<file path="src/rtl/ravenoc_pkg.sv">
// ---------------------------------------------------------------------------
// ravenoc_pkg
// Shared types and constants for the RaveNoC router blocks.
//   arb_state_t : wormhole arbiter FSM states (ARB_IDLE, ARB_LOCKED)
//   ARB_N_REQ   : candidate inputs per router output port
// ---------------------------------------------------------------------------
package ravenoc_pkg;

  typedef enum logic [0:0] {
    ARB_IDLE   = 1'b0,
    ARB_LOCKED = 1'b1
  } arb_state_t;

  localparam int ARB_N_REQ = 4;

endpackage : ravenoc_pkg

</file>
<file path="src/rtl/rr_priority_picker.sv">
// ---------------------------------------------------------------------------
// rr_priority_picker
// Combinational round-robin picker: selects the first set bit of req_i at or
// after ptr_i, searching upward and wrapping past N_REQ-1 back to 0. The wrap
// is done explicitly so non-power-of-two N_REQ works.
// Ports:
//   req_i  [N_REQ] : request vector
//   ptr_i  [IDX_W] : highest-priority position (must be < N_REQ)
//   gnt_o  [N_REQ] : one-hot winner (0 when no request)
//   idx_o  [IDX_W] : binary index of the winner (0 when no request)
//   any_o          : at least one request present
// ---------------------------------------------------------------------------
module rr_priority_picker #(
  parameter int N_REQ = 4,
  parameter int IDX_W = (N_REQ > 1) ? $clog2(N_REQ) : 1
) (
  input  logic [N_REQ-1:0] req_i,
  input  logic [IDX_W-1:0] ptr_i,
  output logic [N_REQ-1:0] gnt_o,
  output logic [IDX_W-1:0] idx_o,
  output logic             any_o
);

  always_comb begin
    int pos;
    gnt_o = '0;
    idx_o = '0;
    any_o = 1'b0;
    pos   = 0;
    for (int k = 0; k < N_REQ; k++) begin
      pos = int'(ptr_i) + k;
      if (pos >= N_REQ) pos = pos - N_REQ;
      if (!any_o && req_i[IDX_W'(pos)]) begin
        any_o                 = 1'b1;
        gnt_o[IDX_W'(pos)]    = 1'b1;
        idx_o                 = IDX_W'(pos);
      end
    end
  end

endmodule : rr_priority_picker

</file>
<file path="src/rtl/ravenoc_wh_arbiter.sv">
// ---------------------------------------------------------------------------
// ravenoc_wh_arbiter
// Wormhole round-robin arbiter for one router output port. A packet's grant
// is taken on its head flit and held until its tail flit transfers; only the
// winner sees the downstream ready.
//
// Handshake: a flit transfers on a requester when valid_i[n] & ready_o[n];
// ready_o is ready_i masked by the grant, so a non-granted requester never
// sees ready and must hold its flit. valid_o mirrors the winner's valid.
//
// Optional feature: define RAVENOC_ARB_WDOG_EN to build the stall watchdog
// (wdog_err_o sets sticky after WDOG_CYCLES locked cycles without transfer).
// Without it wdog_err_o is tied to 0.
//
// Ports:
//   clk, arst (async, active-low)
//   valid_i/head_i/tail_i [N_REQ] : per-requester flit qualifiers
//   ready_i                       : downstream accepts a flit
//   grant_o [N_REQ], grant_idx_o  : one-hot / binary grant
//   valid_o                       : valid of the granted requester
//   ready_o [N_REQ]               : grant_o & ready_i
//   locked_o                      : mid-packet
//   wdog_err_o                    : sticky watchdog error
//   dbg_state_o, dbg_prio_ptr_o   : FSM state and round-robin pointer
// ---------------------------------------------------------------------------
module ravenoc_wh_arbiter
  import ravenoc_pkg::*;
#(
  parameter int N_REQ       = ARB_N_REQ,
  parameter int WDOG_CYCLES = 256,
  localparam int IDX_W      = (N_REQ > 1) ? $clog2(N_REQ) : 1
) (
  input  logic             clk,
  input  logic             arst,
  input  logic [N_REQ-1:0] valid_i,
  input  logic [N_REQ-1:0] head_i,
  input  logic [N_REQ-1:0] tail_i,
  input  logic             ready_i,
  output logic [N_REQ-1:0] grant_o,
  output logic [IDX_W-1:0] grant_idx_o,
  output logic             valid_o,
  output logic [N_REQ-1:0] ready_o,
  output logic             locked_o,
  output logic             wdog_err_o,
  output arb_state_t       dbg_state_o,
  output logic [IDX_W-1:0] dbg_prio_ptr_o
);

  arb_state_t       state_q,    state_d;
  logic [IDX_W-1:0] prio_ptr_q, prio_ptr_d;
  logic [IDX_W-1:0] lock_idx_q, lock_idx_d;

  logic [N_REQ-1:0] cand;
  logic [N_REQ-1:0] pick_gnt;
  logic [IDX_W-1:0] pick_idx;
  logic             pick_any;
  logic             lock_xfer;

  // Explicit wrap so the pointer never lands on an unused code.
  function automatic logic [IDX_W-1:0] next_idx(input logic [IDX_W-1:0] idx);
    if (int'(idx) >= N_REQ - 1) return '0;
    else                        return idx + 1'b1;
  endfunction

  // Only head flits may open a packet; a stray body/tail in IDLE is ignored.
  assign cand = valid_i & head_i;

  rr_priority_picker #(
    .N_REQ (N_REQ),
    .IDX_W (IDX_W)
  ) u_picker (
    .req_i (cand),
    .ptr_i (prio_ptr_q),
    .gnt_o (pick_gnt),
    .idx_o (pick_idx),
    .any_o (pick_any)
  );

  assign lock_xfer = valid_i[lock_idx_q] & ready_i;

  always_comb begin
    state_d     = state_q;
    prio_ptr_d  = prio_ptr_q;
    lock_idx_d  = lock_idx_q;
    grant_o     = '0;
    grant_idx_o = '0;
    valid_o     = 1'b0;
    unique case (state_q)
      ARB_IDLE: begin
        grant_o     = pick_gnt;
        grant_idx_o = pick_idx;
        valid_o     = pick_any;
        if (pick_any) begin
          // Single-flit packet that transfers now never needs the lock.
          if (ready_i && tail_i[pick_idx]) begin
            prio_ptr_d = next_idx(pick_idx);
          end else begin
            lock_idx_d = pick_idx;
            state_d    = ARB_LOCKED;
          end
        end
      end
      ARB_LOCKED: begin
        // Grant decodes from the registered owner; other requesters cannot
        // disturb it, and a dropped valid does not release it.
        grant_o[lock_idx_q] = 1'b1;
        grant_idx_o         = lock_idx_q;
        valid_o             = valid_i[lock_idx_q];
        if (lock_xfer && tail_i[lock_idx_q]) begin
          prio_ptr_d = next_idx(lock_idx_q);
          state_d    = ARB_IDLE;
        end
      end
      default: state_d = ARB_IDLE;
    endcase
  end

  always_ff @(posedge clk or negedge arst) begin
    if (!arst) begin
      state_q    <= ARB_IDLE;
      prio_ptr_q <= '0;
      lock_idx_q <= '0;
    end else begin
      state_q    <= state_d;
      prio_ptr_q <= prio_ptr_d;
      lock_idx_q <= lock_idx_d;
    end
  end

  assign ready_o        = grant_o & {N_REQ{ready_i}};
  assign locked_o       = (state_q == ARB_LOCKED);
  assign dbg_state_o    = state_q;
  assign dbg_prio_ptr_o = prio_ptr_q;

`ifdef RAVENOC_ARB_WDOG_EN
  localparam int CNT_W = $clog2(WDOG_CYCLES + 1);

  logic [CNT_W-1:0] wdog_cnt_q, wdog_cnt_d;
  logic             wdog_err_q, wdog_err_d;

  // Count locked cycles with no transfer; saturate at the limit so the
  // counter cannot wrap while the grant stays stuck.
  always_comb begin
    wdog_cnt_d = '0;
    if (state_q == ARB_LOCKED && !lock_xfer) begin
      if (wdog_cnt_q == CNT_W'(WDOG_CYCLES)) wdog_cnt_d = wdog_cnt_q;
      else                                   wdog_cnt_d = wdog_cnt_q + 1'b1;
    end
    wdog_err_d = wdog_err_q | (wdog_cnt_d == CNT_W'(WDOG_CYCLES));
  end

  always_ff @(posedge clk or negedge arst) begin
    if (!arst) begin
      wdog_cnt_q <= '0;
      wdog_err_q <= 1'b0;
    end else begin
      wdog_cnt_q <= wdog_cnt_d;
      wdog_err_q <= wdog_err_d;
    end
  end

  assign wdog_err_o = wdog_err_q;
`else
  logic unused_wdog_cfg;
  assign unused_wdog_cfg = (WDOG_CYCLES > 0);
  assign wdog_err_o      = 1'b0;
`endif

endmodule : ravenoc_wh_arbiter

</file>
<file path="config.mk">
export PLATFORM = sky130hd
export DESIGN_NAME = ravenoc_wh_arbiter
export DESIGN_NICKNAME = d
export VERILOG_FILES = /design/src/rtl/ravenoc_pkg.sv /design/src/rtl/rr_priority_picker.sv /design/src/rtl/ravenoc_wh_arbiter.sv
export SDC_FILE = /design/constraint.sdc
export NUM_CORES = 1
export LEC_CHECK = 0
export ABC_AREA = 1
export CAP_MARGIN = 25
export CORE_MARGIN = 2
export CORE_UTILIZATION = 29
export CTS_BUF_LIST = sky130_fd_sc_hd__clkbuf_4 sky130_fd_sc_hd__clkbuf_8
export CTS_CLUSTER_SIZE = 40
export DETAILED_ROUTE_END_ITERATION = 12
export SYNTH_ARGS = -nofsm -noshare
export SYNTH_HDL_FRONTEND = slang
export SYNTH_SLANG_ARGS = --single-unit
</file>
<file path="constraint.sdc">
create_clock -name clk -period 2.6 [get_ports clk]
set_input_delay 0.78 -clock clk [delete_from_list [all_inputs] [get_ports clk]]
set_output_delay 0.78 -clock clk [all_outputs]
set_load 0.05 [all_outputs]
</file>
==> results_dict.tcl <==
set metrics [dict create \
    viasPerCell 4.94 \
    setup_tns_ns -3.19 \
    avgSynthCellArea_sq_um 6.64 \
    ys_seq_area_share_pct 11.4 \
    core_area_sq_mm 0.00363 \
    period_needed_ns 2.94 \
    place_congestion 0.905 \
    synthTopCellsByArea "nand2_1 15%, ha_1 14%, dfrtp_1 11%" \
    synth_top_cell_area_share_pct 15.1 \
    tightestPinTransition_ns 0.499 \
    cts_tree "built" \
    synth_flop_cell "dfrtp_1" \
    yosys.area.top_type "nand2_1" \
    violations "setup timing" \
    root_buffer "clkbuf_8" \
    fmax_mhz 340 \
    grt_pass1_vias 1496 \
    rsz0062_at_grt "true" \
    vias 1423 \
    antenna_found_initial 0 \
    cts_made_buffers 3 \
    cts_hold_buf 0 \
    slowest_stage "a32o_1" \
    end_kind "output port" \
    insertion_delay_ns 0.22 \
    finalHoldViolCount 0 \
    grt_use_total_pct 20.3 \
    path_max_fanout 6 \
    num-fill-cells 342 \
    cts.sinks 5 \
    relSlewSlack_pct 66.6 \
    worstSetupStartpointType "primary input" \
    grt_max_degree 12 \
    skew_ns 0.00119 \
    die_x_um 65.5 \
    clockBufferDepth 2 \
    fin_crit_sh_pct 113 \
    diodes 0 \
    die_h_um 65.5 \
    worstPathRequired_ns 1.82 \
    arrival_ns 2.16 \
    drive_gt1_share_pct 59.2 \
    wirelength_um 4060 \
    ioPinCount 31 \
    drtPass1Iterations 4 \
    synthArstFlopShare_pct 100 \
    fin_nets 268 \
    syn_nets 192 \
    drtAntennaViolNets 0 \
    layout_setup_ws_ns -0.342 \
    synth-edff-count 0 \
    yosysUniqueCellTypes 31 \
    syn_inst 165 \
    synth-seq-cells 5 \
    status "finished, violations left" \
    grt_first_pass_wirelength_um 6880 \
    post-route-drc-count 0 \
    cp_cell_sequence "buf_2, nand3_4, nand3_2, nand2_4, inv_1, a32o_1, a21oi_2, nand3_2, o21ai_4, nor2_4, buf_12" \
    clk_pin_slew_ns 0.03 \
    critPathMaxStageDelay_ns 0.27 \
    first_iter_violations 57 \
    die_area_sq_mm 0.00429 \
    slew_violations 0 \
    htreeDepth 1 \
    place_hpwl_um 2980 \
    multi_input_area_sq_mm 0.00115 \
    initial_utilization_pct 30.2 \
    synthesis.area_sq_mm 0.00110 \
    critPathKind "primary input to output port" \
    regArea_sq_um 133 \
    min_path_type "flip-flop to flip-flop" \
    port_buffers 29 \
    path_buf_inv 3 \
    area_delta_synth_final_pct 105 \
    rows 22 \
    cap_violations 0 \
    routedWlPerCell_um 14.1 \
    yosysWarnings 0 \
    crit_family "simple AND/OR/NAND/NOR gates" \
    setup_viol 11 \
    grt.overflow.total 0 \
    cp_common_cell "nand3_2" \
]
tightest hold or removal path, cell delays in order (launching register included):
cell and delay, ns:
dfrtp_1 0.33, buf_4 0.15, nand2_1 0.06, nand2_1 0.05
layer usage:
| metal | part of all wire, % | up-vias | track usage [%] |
|---|---|---|---|
| li1 | - | 702 | - |
| met1 | 41 | 669 | 24.8 |
| met2 | 54 | 46 | 38.6 |
| met3 | 3.4 | 6 | 1.03 |
| met4 | 1.2 | 0 | 4.43 |
| met5 | 0 | - | 0 |
Yosys cell counts, types with 2 or more instances:
cell type   n
nand2_2     2
dfrtp_1     5
nand4_1     5
inv_1      16
nand2_4     7
a21oi_1     5
o21ai_0     8
nor2_1      9
buf_4       2
nand2_1    44
nand3_2    10
nand3_1    20
ha_1       12
inv_2       3
worst paths after layout:
check                                  start                 to  slack [ns]  cells after the start
max in group asynchronous               arst  dbg_prio_ptr_o[0]        1.62                      1
max                               valid_i[0]         ready_o[2]       -0.34                     11
min reg2reg                    lock_idx_q[1]      lock_idx_q[1]        0.64                      3
min                            lock_idx_q[1]      lock_idx_q[1]        0.64                      3
max reg2reg                dbg_prio_ptr_o[0]      lock_idx_q[0]        0.25                     18
min in group asynchronous               arst      lock_idx_q[1]        0.78                      1
flip-flops by register name, indices dropped and copies added (netlist names):
signal and cells:
dbg_state_o 1, lock_idx_q 2, dbg_prio_ptr_o 2
kinds of logic (layout without fill, tap and decap cells):
| kind of cell | after synthesis | count (layout) | synth area share, % |
|---|---|---|---|
| simple gates | 102 | 102 | 53.3 |
| buf+inv | 24 | 99 | 9.47 |
| compound gates | 21 | 21 | 11.8 |
| fa+ha+maj | 12 | 12 | 13.7 |
| flops | 5 | 5 | 11.4 |
| other cells | 1 | 1 | 0.342 |
area by class of cell:
cell class              count  area share [%]
inverters                  20            4.46
well taps                  48            2.68
clock buffers               4            2.18
repair buffers             75            33.6
multi-input cells         136            51.2
flip-flops and latches      5            5.91
cell usage in the layout, fill, tap and decap left out, types with 4 or more instances in the layout:
master and count:
buf_4 42, nand2_1 34, nand3_2 14, buf_12 13, inv_1 10, nand2_4 10, nand3_1 10, ha_1 10
nand2_2 9, clkdlybuf4s50_1 8, nand3_4 7, inv_4 6, buf_2 6, buf_6 6, nor2_1 5, nand4_1 5
nor2_4 4, o21ai_4 4, o21ai_0 4
what timing repair did:
item / 4_1_cts / 5_1_grt
resized for setup: 59 / 14
buffers inserted: 10 / 2
pin swaps: 26 / 9
setup endpoints to repair: 16 / 11
per-stage QoR:
stage | worst slack, ns | util [%] | instance area (sq um) | hold WS [ns] | instances
2_1_floorplan | -0.412 | - | 1250 | 0.484 | 165
3_3_place_gp | -0.776 | 54.0 | 1960 | 0.622 | 272
3_5_place_dp | -0.818 | 54.0 | 1960 | 0.641 | 272
4_1_cts | -0.382 | 59.8 | 2170 | 0.648 | 286
5_1_grt | -0.434 | 61.7 | 2240 | 0.703 | 288
6_report | -0.342 | 61.7 | 2240 | 0.635 | 288
Power is left out: the tool's default activity adds up to more than one toggle a clock period on the data nets, which glitch-free logic cannot reach.
